$ cat config.mk
export PLATFORM = sky130hd
export DESIGN_NAME = sap_ctrl_seq_var_flat
export DESIGN_NICKNAME = d
export VERILOG_FILES = /design/src/rtl/sap_ctrl_seq_var_if.sv /design/src/rtl/sap_ctrl_seq_var.sv /design/src/flat_wrapper.sv
export SDC_FILE = /design/constraint.sdc
export NUM_CORES = 1
export LEC_CHECK = 0
export CAP_MARGIN = 20
export CORE_UTILIZATION = 32
export CTS_BUF_LIST = sky130_fd_sc_hd__clkbuf_16
export CTS_CLUSTER_DIAMETER = 60
export DETAILED_ROUTE_END_ITERATION = 10
export PLACE_DENSITY = 0.72
export SLEW_MARGIN = 20
export SYNTH_ARGS = -nofsm -noshare
export SYNTH_HDL_FRONTEND = slang
export SYNTH_SLANG_ARGS = --single-unit
$ cat constraint.sdc
create_clock -name Clk -period 1 [get_ports Clk]
set_input_delay 0.1 -clock Clk [delete_from_list [all_inputs] [get_ports Clk]]
set_output_delay 0.1 -clock Clk [all_outputs]
set_load 0.01 [all_outputs]
$ cat src/rtl/sap_ctrl_seq_var_if.sv
// Control-sequencer bus: IR opcode and zero flag in, SAP control word, halt flag and T-state out.
interface sap_ctrl_seq_var_if #(
  parameter int RING_LEN = 6
);
  logic [3:0]          opcode;
  logic                Zero;
  logic                Cp, Ep, EA, SU, EU;
  logic                LMbar, CEbar, LIbar, EIbar, LAbar, LBbar, LObar, LPbar;
  logic                Halt;
  logic [RING_LEN-1:0] Tstate;

  modport master (
    input  opcode, Zero,
    output Cp, Ep, EA, SU, EU,
    output LMbar, CEbar, LIbar, EIbar, LAbar, LBbar, LObar, LPbar,
    output Halt, Tstate
  );

  modport slave (
    output opcode, Zero,
    input  Cp, Ep, EA, SU, EU,
    input  LMbar, CEbar, LIbar, EIbar, LAbar, LBbar, LObar, LPbar,
    input  Halt, Tstate
  );
endinterface

$ cat src/rtl/sap_ctrl_seq_var.sv
// SAP-1 control sequencer: falling-edge one-hot ring counter plus live microcode decode.
// Optional early end-of-instruction is enabled by defining SAP_EARLY_END_EN.
module sap_ctrl_seq_var #(
  parameter int         RING_LEN = 6,
  parameter logic [3:0] OP_LDA   = 4'b0000,
  parameter logic [3:0] OP_ADD   = 4'b0001,
  parameter logic [3:0] OP_SUB   = 4'b0010,
  parameter logic [3:0] OP_JMP   = 4'b0100,
  parameter logic [3:0] OP_JZ    = 4'b0101,
  parameter logic [3:0] OP_OUT   = 4'b1110,
  parameter logic [3:0] OP_HLT   = 4'b1111
) (
  input logic                Clk,
  input logic                Clrbar,
  sap_ctrl_seq_var_if.master bus
);

  if (RING_LEN < 6 || RING_LEN > 16) begin : g_bad_ring_len
    $fatal(1, "sap_ctrl_seq_var: RING_LEN=%0d outside legal range 6..16", RING_LEN);
  end

  typedef enum logic {S_RUN, S_HALT} state_t;

  localparam logic [RING_LEN-1:0] T1_OH = RING_LEN'(1);
  localparam logic [RING_LEN-1:0] T4_OH = RING_LEN'(8);

  state_t              r_state, w_state_nxt;
  logic [RING_LEN-1:0] r_tstate, w_tstate_nxt;

`ifdef SAP_EARLY_END_EN
  // One-hot mask of the final T-state of each instruction.
  function automatic logic [RING_LEN-1:0] last_mask(input logic [3:0] op);
    logic [RING_LEN-1:0] m;
    m = '0;
    case (op)
      OP_LDA:                 m[4] = 1'b1;
      OP_ADD, OP_SUB:         m[5] = 1'b1;
      OP_OUT, OP_JMP, OP_JZ:  m[3] = 1'b1;
      default:                m[2] = 1'b1;
    endcase
    return m;
  endfunction

  logic w_last_hit;
  assign w_last_hit = |(r_tstate & last_mask(bus.opcode));
`endif

  always_ff @(negedge Clk or negedge Clrbar) begin
    if (!Clrbar) begin
      r_state  <= S_RUN;
      r_tstate <= T1_OH;
    end else begin
      r_state  <= w_state_nxt;
      r_tstate <= w_tstate_nxt;
    end
  end

  always_comb begin
    w_state_nxt  = r_state;
    w_tstate_nxt = r_tstate;
    if (r_state == S_RUN) begin
      if (r_tstate[2] && bus.opcode == OP_HLT) begin
        w_state_nxt  = S_HALT;
        w_tstate_nxt = T4_OH;
      end else begin
        w_tstate_nxt = {r_tstate[RING_LEN-2:0], r_tstate[RING_LEN-1]};
`ifdef SAP_EARLY_END_EN
        if (w_last_hit) w_tstate_nxt = T1_OH;
`endif
      end
    end
  end

  // Reset gates the decode so the control word goes inactive without waiting for a clock.
  always_comb begin
    bus.Cp    = 1'b0;
    bus.Ep    = 1'b0;
    bus.EA    = 1'b0;
    bus.SU    = 1'b0;
    bus.EU    = 1'b0;
    bus.LMbar = 1'b1;
    bus.CEbar = 1'b1;
    bus.LIbar = 1'b1;
    bus.EIbar = 1'b1;
    bus.LAbar = 1'b1;
    bus.LBbar = 1'b1;
    bus.LObar = 1'b1;
    bus.LPbar = 1'b1;
    if (Clrbar && r_state == S_RUN) begin
      if (r_tstate[0]) begin
        bus.Ep    = 1'b1;
        bus.LMbar = 1'b0;
      end
      if (r_tstate[1]) bus.Cp = 1'b1;
      if (r_tstate[2]) begin
        bus.CEbar = 1'b0;
        bus.LIbar = 1'b0;
      end
      if (r_tstate[3]) begin
        case (bus.opcode)
          OP_LDA, OP_ADD, OP_SUB: begin
            bus.EIbar = 1'b0;
            bus.LMbar = 1'b0;
          end
          OP_OUT: begin
            bus.EA    = 1'b1;
            bus.LObar = 1'b0;
          end
          OP_JMP: begin
            bus.EIbar = 1'b0;
            bus.LPbar = 1'b0;
          end
          OP_JZ: begin
            bus.EIbar = ~bus.Zero;
            bus.LPbar = ~bus.Zero;
          end
          default: ;
        endcase
      end
      if (r_tstate[4]) begin
        case (bus.opcode)
          OP_LDA: begin
            bus.CEbar = 1'b0;
            bus.LAbar = 1'b0;
          end
          OP_ADD, OP_SUB: begin
            bus.CEbar = 1'b0;
            bus.LBbar = 1'b0;
          end
          default: ;
        endcase
      end
      if (r_tstate[5]) begin
        case (bus.opcode)
          OP_ADD: begin
            bus.EU    = 1'b1;
            bus.LAbar = 1'b0;
          end
          OP_SUB: begin
            bus.EU    = 1'b1;
            bus.SU    = 1'b1;
            bus.LAbar = 1'b0;
          end
          default: ;
        endcase
      end
    end
  end

  assign bus.Halt   = (r_state == S_HALT);
  assign bus.Tstate = r_tstate;

endmodule

$ cat src/flat_wrapper.sv
// flat-port wrapper written by rule: the top's interface ports become plain ports
module sap_ctrl_seq_var_flat 
#(
  parameter int         RING_LEN = 6,
  parameter logic [3:0] OP_LDA   = 4'b0000,
  parameter logic [3:0] OP_ADD   = 4'b0001,
  parameter logic [3:0] OP_SUB   = 4'b0010,
  parameter logic [3:0] OP_JMP   = 4'b0100,
  parameter logic [3:0] OP_JZ    = 4'b0101,
  parameter logic [3:0] OP_OUT   = 4'b1110,
  parameter logic [3:0] OP_HLT   = 4'b1111
)
  (Clk, Clrbar, bus_opcode, bus_Zero, bus_Cp, bus_Ep, bus_EA, bus_SU, bus_EU, bus_LMbar, bus_CEbar, bus_LIbar, bus_EIbar, bus_LAbar, bus_LBbar, bus_LObar, bus_LPbar, bus_Halt, bus_Tstate);
  sap_ctrl_seq_var_if #(.RING_LEN(RING_LEN)) bus_i ();
  input logic Clk;
  input logic Clrbar;
  input wire logic [$bits(bus_i.opcode)-1:0] bus_opcode;
  input wire logic [$bits(bus_i.Zero)-1:0] bus_Zero;
  output wire logic [$bits(bus_i.Cp)-1:0] bus_Cp;
  output wire logic [$bits(bus_i.Ep)-1:0] bus_Ep;
  output wire logic [$bits(bus_i.EA)-1:0] bus_EA;
  output wire logic [$bits(bus_i.SU)-1:0] bus_SU;
  output wire logic [$bits(bus_i.EU)-1:0] bus_EU;
  output wire logic [$bits(bus_i.LMbar)-1:0] bus_LMbar;
  output wire logic [$bits(bus_i.CEbar)-1:0] bus_CEbar;
  output wire logic [$bits(bus_i.LIbar)-1:0] bus_LIbar;
  output wire logic [$bits(bus_i.EIbar)-1:0] bus_EIbar;
  output wire logic [$bits(bus_i.LAbar)-1:0] bus_LAbar;
  output wire logic [$bits(bus_i.LBbar)-1:0] bus_LBbar;
  output wire logic [$bits(bus_i.LObar)-1:0] bus_LObar;
  output wire logic [$bits(bus_i.LPbar)-1:0] bus_LPbar;
  output wire logic [$bits(bus_i.Halt)-1:0] bus_Halt;
  output wire logic [$bits(bus_i.Tstate)-1:0] bus_Tstate;
  assign bus_i.opcode = bus_opcode;
  assign bus_i.Zero = bus_Zero;
  assign bus_Cp = bus_i.Cp;
  assign bus_Ep = bus_i.Ep;
  assign bus_EA = bus_i.EA;
  assign bus_SU = bus_i.SU;
  assign bus_EU = bus_i.EU;
  assign bus_LMbar = bus_i.LMbar;
  assign bus_CEbar = bus_i.CEbar;
  assign bus_LIbar = bus_i.LIbar;
  assign bus_EIbar = bus_i.EIbar;
  assign bus_LAbar = bus_i.LAbar;
  assign bus_LBbar = bus_i.LBbar;
  assign bus_LObar = bus_i.LObar;
  assign bus_LPbar = bus_i.LPbar;
  assign bus_Halt = bus_i.Halt;
  assign bus_Tstate = bus_i.Tstate;
  sap_ctrl_seq_var #(.RING_LEN(RING_LEN), .OP_LDA(OP_LDA), .OP_ADD(OP_ADD), .OP_SUB(OP_SUB), .OP_JMP(OP_JMP), .OP_JZ(OP_JZ), .OP_OUT(OP_OUT), .OP_HLT(OP_HLT)) u_core (.Clk(Clk), .Clrbar(Clrbar), .bus(bus_i));
endmodule
* Word-level counts from Yosys, hierarchy flattened *
Cells that the tools add are included.

operators by class
  eq/ne operators = 6
  mux-type cells = 42
  bitwise logic cells = 2
  reduce and logical (&&, ||, !) cells = 6

operators by type and width
  operator              number
  $mux W1               39
  $eq A4 B3 Y1 const B  2
  $eq A4 B4 Y1 const B  2
  $mux W6               1
  $eq A4 B1 Y1 const B  1
  $eq A4 B2 Y1 const B  1
  $logic_not A4 Y1      1
  $pmux W1 S2           2
  $reduce_or A4 Y1      1
  $reduce_or A3 Y1      1
  $logic_and A1 B1 Y1   2
  $not A1 Y1            2
  $reduce_or A2 Y1      1

word-level totals
  register bits = 7
  logic and storage cells = 58

* Depth between registers and ports, before layout *
Gate-level depths: netlist of run 1.

  depth in word-level cells = 6
  mapped depth = 4
  gate-level depth less buffers = 3

==> flow_summary_export.csv, run 1 <==
group,metric,value,unit
synthesis,synth_xor_area_share,1.85,%
grt,grt_use_met1,32.3,%
clock_network,cts_max_level,1,
synthesis,synthAdderAreaFrac,0,%
sta,tightest_slew,0.325,ns
clock_network,cts_buffer_depth,2,
setup_path,cp-end-kind,"output port",
grt,grt_max_degree,9,
routing,wl_per_cell,18.7,um
finish,nets,114,
sta,finalHoldViolations,0,
outcome,status,"finished, violations left",
placement,dpl_cell_area,866,um2
die,start_util,35.6,%
clock_network,cts_made_buffers,3,
synthesis,syn_nets,53,
worst_hold_path,hold_path.class,"reg2reg",
routing,drc,0,
worst_hold_path,hold_start,"u_core.bus.Tstate[5]",
clock_network,clk_pin_slew,0.03,ns
sta,skew,0.0412,ns
routing,drt_iter0_drc,20,
sta,max_slew_margin,78.3,%
finish,antenna_cells,0,
synthesis,synth_cells,46,
synthesis,ys_types,25,
routing,vias,662,
clock_network,cts-root-buf,"clkbuf_16",
synthesis,synth_area,474,um2
setup_path,max_stage_delay,0.47,ns
grt,grt_pass1_wl,2820,um
die,coreArea,1330,um2
synthesis,muxShareOfSynthArea,2.37,%
placement,place_congestion,0.773,
grt,grt_pass1_vias,562,
die,chipHeight,40.5,um
clock_network,clock_sinks,7,
sta,setup_viol,27,
power_and_ir_drop,power.density,1030,nW/um2
synthesis,yosysTopAreaCellShare,31.7,%
grt,use_met3,9.44,%
grt,gr-usage-met2,45.2,%
setup_path,r2r_start,"u_core.bus.Tstate[2]",
synthesis,ys_warn_count,0,
routing,avgViaCountPerCell,5.47,
placement,io_buffer_count,26,
synthesis,synthTopCellsByArea,"dfrtn_1 (32%), a22o_1 (11%), dfstp_2 (5.5%)",
sta,rsz0062_at_grt,"yes",
synthesis,ys_seq_elements,7,
finish,final_area,1100,um2
die,num_io_pins,27,
grt,grtUsageTotal,28.1,%
clock_network,insertion_delay,0.31,ns
finish,fill_cells,77,
sta,slew_violations,0,
synthesis,synth_top_family_by_area,"simple AND/OR/NAND/NOR gates",
setup_path,startpoint_type,"flip-flop",
synthesis,avgSynthCellArea,10.3,um2
grt,grt_overflow_total,0,
power_and_ir_drop,vdd_ir_drop_max,0.868,mV
clock_network,cts_hold_buf,0,
setup_path,critPathKind,"reg2out",
run,cap_violations,0,
clock_network,cts_tree,"built",
die,dieArea,1640,um2
routing,routed_wl,2260,um
setup_path,crit_chain,"nor2b_4 -> nor3b_4 -> buf_4 -> a32oi_1 -> buf_2",
setup_path,critPathMaxFanout,3,
routing,firstDrtPassIters,4,
die,die_w,40.5,um
finish,syn_to_final_growth,131,%
setup_path,crit_path_start,"u_core.bus.Halt",
die,fp-row-count,13,
placement,hpwl,1180,um
outcome,violations,"negative setup slack",
placement,dp_cells,100,
finish,final_cell_count_no_fill,121,
finish,drive_above_1_share,67.9,%
grt,antenna_found_initial,0,
grt,grt.busiest_layer,"met2",
synthesis,yosysTopAreaCell,"dfrtn_1",
power_and_ir_drop,power.leakage,0.000582,uW
setup_path,crit_path_top_delay_cell,"dfrtn_1",
routing,detail-route-antenna-nets,0,
sta,worst_slack,-1.10,ns
synthesis,synth_simple_gate_area_share,31.1,%
synthesis,yosysSeqAreaShare,37.2,%
setup_path,arrival,2.00,ns
synthesis,synth_compound_area_share,20.6,%
placement,pre_cts_slack,-1.13,ns
setup_path,required,0.90,ns
==> worst paths after layout <==
| check | to | slack, ns | cells after the start |
|---|---|---|---|
| min in group asynchronous | u_core.bus.Tstate[5] | 0.61 | 2 |
| setup / recovery | bus_CEbar | -1.10 | 5 |
| hold / removal | u_core.bus.Tstate[5] | 0.59 | 2 |
| max in group asynchronous | u_core.bus.Tstate[0] | 0.11 | 2 |
| hold reg to reg | u_core.bus.Tstate[5] | 0.59 | 2 |
| setup reg to reg | u_core.bus.Tstate[4] | -0.28 | 4 |
==> flip-flops by register name (all words and copies together) (netlist names) <==
register           flops
u_core.bus.Halt        1
u_core.bus.Tstate      6
==> critical path: cells and delay by family, from the launching register on <==
family	cells	cell delay (ns)
AO/OA/AOI/OAI	1	0.21
buffers and inverters	2	0.32
flip-flops	1	0.47
AND/OR/NAND/NOR	2	0.23
==> synthesized netlist by cell type, drive strengths merged <==
cell type / instances
buf: 3
and4b: 2
o21ai: 1
dfstp: 1
and2: 2
nand2: 4
nand4b: 1
a31oi: 1
and3b: 1
nor2b: 2
nand3: 2
xor2: 1
nor2: 1
a21oi: 2
nor3b: 1
inv: 3
mux2: 1
dfrtn: 6
and3: 3
a22o: 6
a32oi: 1
nand2b: 1
==> logic make-up (layout without fill, tap and decap cells) <==
| family | count (synthesis) | after routing |
|---|---|---|
| flops | 7 | 7 |
| buf+inv | 6 | 66 |
| xor+xnor | 1 | 1 |
| mux | 1 | 1 |
| simple gates | 20 | 20 |
| compound gates | 11 | 11 |
==> final cells by class <==
type / instances / area (um2) / area share (%)
Tap cell: 15 / 18.8 / 1.71
Sequential cell: 7 / 176 / 16.1
Inverter: 2 / 7.51 / 0.684
Clock buffer: 3 / 75.1 / 6.84
Timing Repair Buffer: 59 / 514 / 46.9
Multi-Input combinational cell: 33 / 298 / 27.1
Clock inverter: 2 / 7.51 / 0.684
==> per-stage QoR <==
stage                     utilization, %  total power [uW]  setup TNS [ns]  hold WS [ns]
after global routing                82.3              1160          -19.32         0.604
after CTS                           78.2              1130          -18.51         0.540
after detailed placement            64.9               403          -22.18         0.566
after global placement              64.9               400          -21.58         0.553
final                               82.3              1130          -18.71         0.586
after floorplan                        -               344           -9.38         0.196
==> power breakdown <==
part / switching [uW] / total, uW / internal, uW
Sequential: 0 / 286 / 286
Combinational: 61.3 / 130 / 68.7
Clock: 182 / 710 / 528
==> cell usage in the layout, fill, tap and decap left out, types with 2 or more instances in the layout <==
| cell type | Yosys | routed |
|---|---|---|
| nand2_1 | 4 | 3 |
| a22o_1 | 6 | 6 |
| clkbuf_16 | 0 | 3 |
| clkbuf_2 | 0 | 2 |
| clkdlybuf4s15_1 | 0 | 2 |
| and4b_1 | 2 | 2 |
| buf_4 | 0 | 23 |
| nand3_2 | 0 | 2 |
| dfrtn_1 | 6 | 6 |
| clkdlybuf4s50_1 | 0 | 2 |
| and3_4 | 0 | 2 |
| buf_2 | 2 | 8 |
| inv_1 | 3 | 4 |
| and2_4 | 0 | 2 |
| buf_6 | 1 | 20 |
==> timing repair <==
action / CTS / global route
setup endpoints to repair: 27 / 27
gates resized for setup: 103 / 15
pin swaps: 6 / 4
cloned: 0 / 0
setup buffers: 11 / 8
==> layer usage <==
| layer | vias up | part of all wire [%] | wire [um] |
|---|---|---|---|
| met5 | - | 0 | 0 |
| met4 | 0 | 5.5 | 124 |
| met3 | 18 | 5.6 | 127 |
| met2 | 40 | 51 | 1150 |
| met1 | 317 | 38 | 860 |
| li1 | 287 | - | - |
Power figures use the tool's default switching activity.
==> run 2: changes to the inputs <==
--- a/config.mk
+++ b/config.mk
@@ -11,6 +11,7 @@
 export CTS_CLUSTER_DIAMETER = 60
 export DETAILED_ROUTE_END_ITERATION = 10
 export PLACE_DENSITY = 0.72
+export RECOVER_POWER = 50
 export SLEW_MARGIN = 20
 export SYNTH_ARGS = -nofsm -noshare
 export SYNTH_HDL_FRONTEND = slang
==> flow_summary_export.csv, run 2 (synthesis results as in run 1) <==
group,metric,value,unit
outcome,status,"finished, violations left",
outcome,violations,"negative setup slack",
sta,tightest_slew,0.324,ns
sta,worst_slack,-1.10,ns
worst_hold_path,hold_start,"u_core.bus.Tstate[5]",
finish,drive_above_1_share,67.9,%
finish,syn_to_final_growth,131,%
sta,finalHoldViolations,0,
finish,layout_common_cells,"buf_4 (22), buf_6 (20), buf_2 (8)",
setup_path,crit_buf_inv,2,
routing,routed_wl,2260,um
setup_path,rr_worst_depth,4,
die,dieArea,1640,um2
clock_network,insertion_delay,0.31,ns
placement,io_buffer_count,26,
placement,pre_cts_slack,-1.13,ns
setup_path,crit_path_top_delay_cell,"dfrtn_1",
clock_network,cts_hold_buf,0,
die,die_w,40.5,um
setup_path,required,0.90,ns
power_and_ir_drop,power.leakage,0.000581,uW
routing,wl_per_cell,18.5,um
power_and_ir_drop,vdd_ir_drop_max,0.862,mV
worst_hold_path,worstHoldPathCells,2,
routing,vias,671,
clock_network,cts-root-buf,"clkbuf_16",
routing,detail-route-antenna-nets,0,
setup_path,critPathKind,"reg2out",
clock_network,cts_max_level,1,
setup_path,timing.rr.end,"u_core.bus.Tstate[4]",
grt,grt_pass1_wl,2820,um
routing,firstDrtPassIters,4,
grt,grt_pass1_vias,562,
setup_path,cp-end-kind,"output port",
grt,grt_max_degree,9,
clock_network,clk_pin_slew,0.03,ns
die,num_io_pins,27,
run,cap_violations,0,
placement,hpwl,1180,um
setup_path,startpoint_type,"flip-flop",
worst_hold_path,min_to,"u_core.bus.Tstate[5]",
sta,holdWs,0.588,ns
finish,nets,114,
clock_network,cts_tree,"built",
die,fp-row-count,13,
sta,skew,0.0421,ns
finish,fill_cells,77,
die,start_util,35.6,%
grt,grtUsageTotal,28.1,%
grt,antenna_found_initial,0,
worst_hold_path,hold_path.class,"reg2reg",
routing,drt_iter0_drc,19,
clock_network,cts_made_buffers,3,
clock_network,clock_sinks,7,
grt,grt_overflow_total,0,
routing,drc,0,
setup_path,crit_chain,"nor2b_4 -> nor3b_4 -> buf_4 -> a32oi_1 -> buf_2",
power_and_ir_drop,power.density,1030,nW/um2
setup_path,critPathMaxFanout,3,
routing,avgViaCountPerCell,5.50,
placement,place_congestion,0.773,
finish,multi_input_area,298,um2
clock_network,cts_buffer_depth,2,
sta,max_slew_margin,78.3,%
setup_path,r2r_start,"u_core.bus.Tstate[2]",
sta,setup_viol,28,
finish,final-seq-area,176,um2
finish,largest_reg_flops,6,
setup_path,path_delay_family,"flip-flops",
setup_path,arrival,2.00,ns
setup_path,max_stage_delay,0.47,ns
die,coreArea,1330,um2
finish,layout_commonest_cell,"buf_4",
sta,rsz0062_at_grt,"yes",
setup_path,r2r_slack,-0.28,ns
die,chipHeight,40.5,um
sta,slew_violations,0,
## run 2: cell types whose count changed in the layout (fill, tap and decap cells not counted), sizes merged
cell / change
buf: -1
diode: +1
dlygate4sd3: +1
clkdlybuf4s50: -1
clkbuf: +1
## run 2: layout make-up
class | count | area share, %
repair buffers | 59 | 46.6
multi-input cells | 33 | 27.1
flip-flops and latches | 7 | 16.1
clock buffers | 3 | 6.84
well taps | 15 | 1.71
clock inverters | 2 | 0.684
inverters | 2 | 0.684
diodes | 1 | 0.228
## run 2: worst min-delay path: stages, from the launching register on
cell	delay, ns
dfrtn_1	0.42
buf_6	0.11
a22o_1	0.13
## run 2: stage by stage
| stage | TNS (ns) | instances | power, uW | area (um2) | utilization [%] |
|---|---|---|---|---|---|
| 3_5_place_dp | -22.18 | 100 | 403 | 866 | 64.9 |
| 3_3_place_gp | -21.58 | 100 | 400 | 866 | 64.9 |
| 5_1_grt | -19.34 | 121 | 1160 | 1090 | 82.1 |
| 2_1_floorplan | -9.38 | 46 | 344 | 500 | - |
| 4_1_cts | -18.51 | 115 | 1130 | 1040 | 78.2 |
| 6_report | -18.78 | 122 | 1130 | 1100 | 82.3 |
## run 2: what timing repair did
| action | CTS | global route |
|---|---|---|
| buffers inserted | 11 | 8 |
| setup endpoints to repair | 27 | 27 |
| cloned | 0 | 0 |
| pin swaps | 6 | 4 |
| resized for setup | 103 | 15 |
## run 2: how the worst max path moves through the flow
stage | from | endpoint | cells past startpoint
global placement | u_core.bus.Halt | bus_SU | 4
global route | u_core.bus.Halt | bus_SU | 5
detailed placement | u_core.bus.Halt | bus_SU | 4
floorplan | u_core.bus.Halt | bus_SU | 4
finish | u_core.bus.Halt | bus_CEbar | 5
CTS | u_core.bus.Halt | bus_Halt | 2
## run 2: where the power goes
part | switching [uW] | internal (uW) | total [uW]
Combinational | 61.4 | 66.7 | 128
Clock | 183 | 528 | 711
Sequential | 0 | 286 | 286
## run 2: routing by layer
metal	up-vias	GRT usage, %	routed length [um]
met3	22	9.44	124
met5	-	0	0
met1	320	32.3	874
met2	38	45.2	1150
met4	0	15.0	110
li1	291	-	-
==> run 3: changes to the inputs <==
--- a/config.mk
+++ b/config.mk
@@ -6,11 +6,11 @@
 export NUM_CORES = 1
 export LEC_CHECK = 0
 export CAP_MARGIN = 20
-export CORE_UTILIZATION = 32
+export CORE_UTILIZATION = 25
 export CTS_BUF_LIST = sky130_fd_sc_hd__clkbuf_16
 export CTS_CLUSTER_DIAMETER = 60
+export CTS_CLUSTER_SIZE = 24
 export DETAILED_ROUTE_END_ITERATION = 10
-export PLACE_DENSITY = 0.72
 export RECOVER_POWER = 50
 export SLEW_MARGIN = 20
 export SYNTH_ARGS = -nofsm -noshare
==> flow_summary_export.csv, run 3 (synthesis results as in run 1) <==
group,metric,value,unit
outcome,status,"finished, violations left",
outcome,violations,"negative setup slack",
clock_network,cts_tree,"built",
setup_path,critPathKind,"reg2out",
setup_path,cp-end-kind,"output port",
sta,tightest_slew,0.265,ns
clock_network,cts_max_level,1,
finish,final_area,1150,um2
setup_path,critPathMaxFanout,4,
setup_path,required,0.90,ns
finish,largest_reg_flops,6,
grt,antenna_found_initial,0,
finish,layout_common_cells,"buf_6 (25), buf_4 (23), buf_2 (9)",
routing,detail-route-antenna-nets,0,
grt,grt_overflow_total,0,
clock_network,cts-root-buf,"clkbuf_16",
placement,dpl_cell_area,886,um2
grt,grt_pass1_wl,2700,um
finish,syn_to_final_growth,142,%
sta,finalHoldViolations,0,
finish,layout_commonest_cell,"buf_6",
placement,place_congestion,0.696,
placement,dp_cells,111,
finish,final_cell_count_no_fill,135,
sta,setup_viol,27,
grt,gr-usage-met2,34.9,%
die,chipHeight,45.6,um
grt,grtUsageTotal,19.7,%
clock_network,clock_sinks,7,
clock_network,cts_buffer_depth,2,
die,num_io_pins,27,
sta,holdWs,0.633,ns
setup_path,startpoint_type,"flip-flop",
placement,hpwl,1080,um
grt,grt_use_met1,20.2,%
grt,use_met3,8.33,%
power_and_ir_drop,power.density,945,nW/um2
sta,rsz0062_at_grt,"yes",
die,dieArea,2070,um2
grt,grt.busiest_layer,"met2",
sta,slew_violations,0,
routing,vias,591,
die,die_w,45.6,um
routing,routed_wl,1880,um
placement,io_buffer_count,26,
routing,wl_per_cell,13.9,um
grt,grt_max_degree,8,
power_and_ir_drop,power.leakage,0.000599,uW
finish,nets,118,
worst_hold_path,hold_path.class,"in2async",
clock_network,cts_hold_buf,0,
run,cap_violations,0,
sta,skew,0.0437,ns
routing,avgViaCountPerCell,4.38,
finish,antenna_cells,0,
finish,drive_above_1_share,69.1,%
power_and_ir_drop,vdd_ir_drop_max,1.03,mV
routing,drt_iter0_drc,11,
die,start_util,27.2,%
grt,grt_pass1_vias,599,
die,coreArea,1750,um2
sta,worst_slack,-1.05,ns
setup_path,arrival,1.95,ns
clock_network,insertion_delay,0.31,ns
routing,firstDrtPassIters,4,
sta,tns,-18.71,ns
sta,max_slew_margin,82.3,%
clock_network,clk_pin_slew,0.03,ns
die,fp-row-count,15,
routing,drc,0,
clock_network,cts_made_buffers,3,
[run 3: layout make-up]
cell class	instances	area, um2
fill	146	598
timing repair buffer	63	556
multi-input combinational	33	294
sequential	7	176
clock buffer	3	75.1
tap	25	31.3
clock inverter	2	7.51
inverter	2	7.51
[run 3: per-stage QoR]
step | utilization, % | worst slack, ns | total power, uW
2_1_floorplan | - | -0.754 | 344
3_3_place_gp | 50.8 | -1.07 | 402
3_5_place_dp | 50.8 | -1.09 | 405
4_1_cts | 62.9 | -1.02 | 1090
5_1_grt | 65.7 | -1.10 | 1130
6_report | 65.7 | -1.05 | 1080
[run 3: layer usage]
| layer | wire (um) | part of all wire [%] |
|---|---|---|
| met5 | 0 | 0 |
| met4 | 14 | 0.74 |
| met3 | 91 | 4.8 |
| met2 | 1020 | 54 |
| met1 | 753 | 40 |
[run 3: worst max-delay path, stage by stage (launching register included)]
cell	delay (ns)
dfrtn_1	0.46
nor2b_4	0.07
buf_4	0.14
buf_6	0.11
buf_4	0.12
a32oi_1	0.14
buf_2	0.16
[run 3: worst paths after layout]
check | from | end | slack [ns] | cells past startpoint
worst max register to register | u_core.bus.Halt | u_core.bus.Tstate[3] | -0.38 | 5
min in group Clk | u_core.bus.Tstate[1] | u_core.bus.Tstate[2] | 0.66 | 3
worst min register to register | u_core.bus.Tstate[1] | u_core.bus.Tstate[2] | 0.66 | 3
worst min-delay path | Clrbar | u_core.bus.Tstate[2] | 0.63 | 2
max in group asynchronous | Clrbar | u_core.bus.Tstate[0] | 0.06 | 2
worst max-delay path | u_core.bus.Halt | bus_CEbar | -1.05 | 6
[run 3: where the power goes]
| group | switching [uW] | internal [uW] | leakage [uW] |
|---|---|---|---|
| sequential | 0 | 286 | 0.0000942 |
| combinational | 53.4 | 63.4 | 0.000457 |
| clock | 156 | 525 | 0.0000476 |
| total | 210 | 875 | 0.000599 |
[run 3: what timing repair did]
item | 4_1_cts | 5_1_grt
setup buffers | 15 | 7
setup endpoints to repair | 27 | 27
pin swaps | 9 | 1
resized for setup | 120 | 2
cloned | 0 | 0
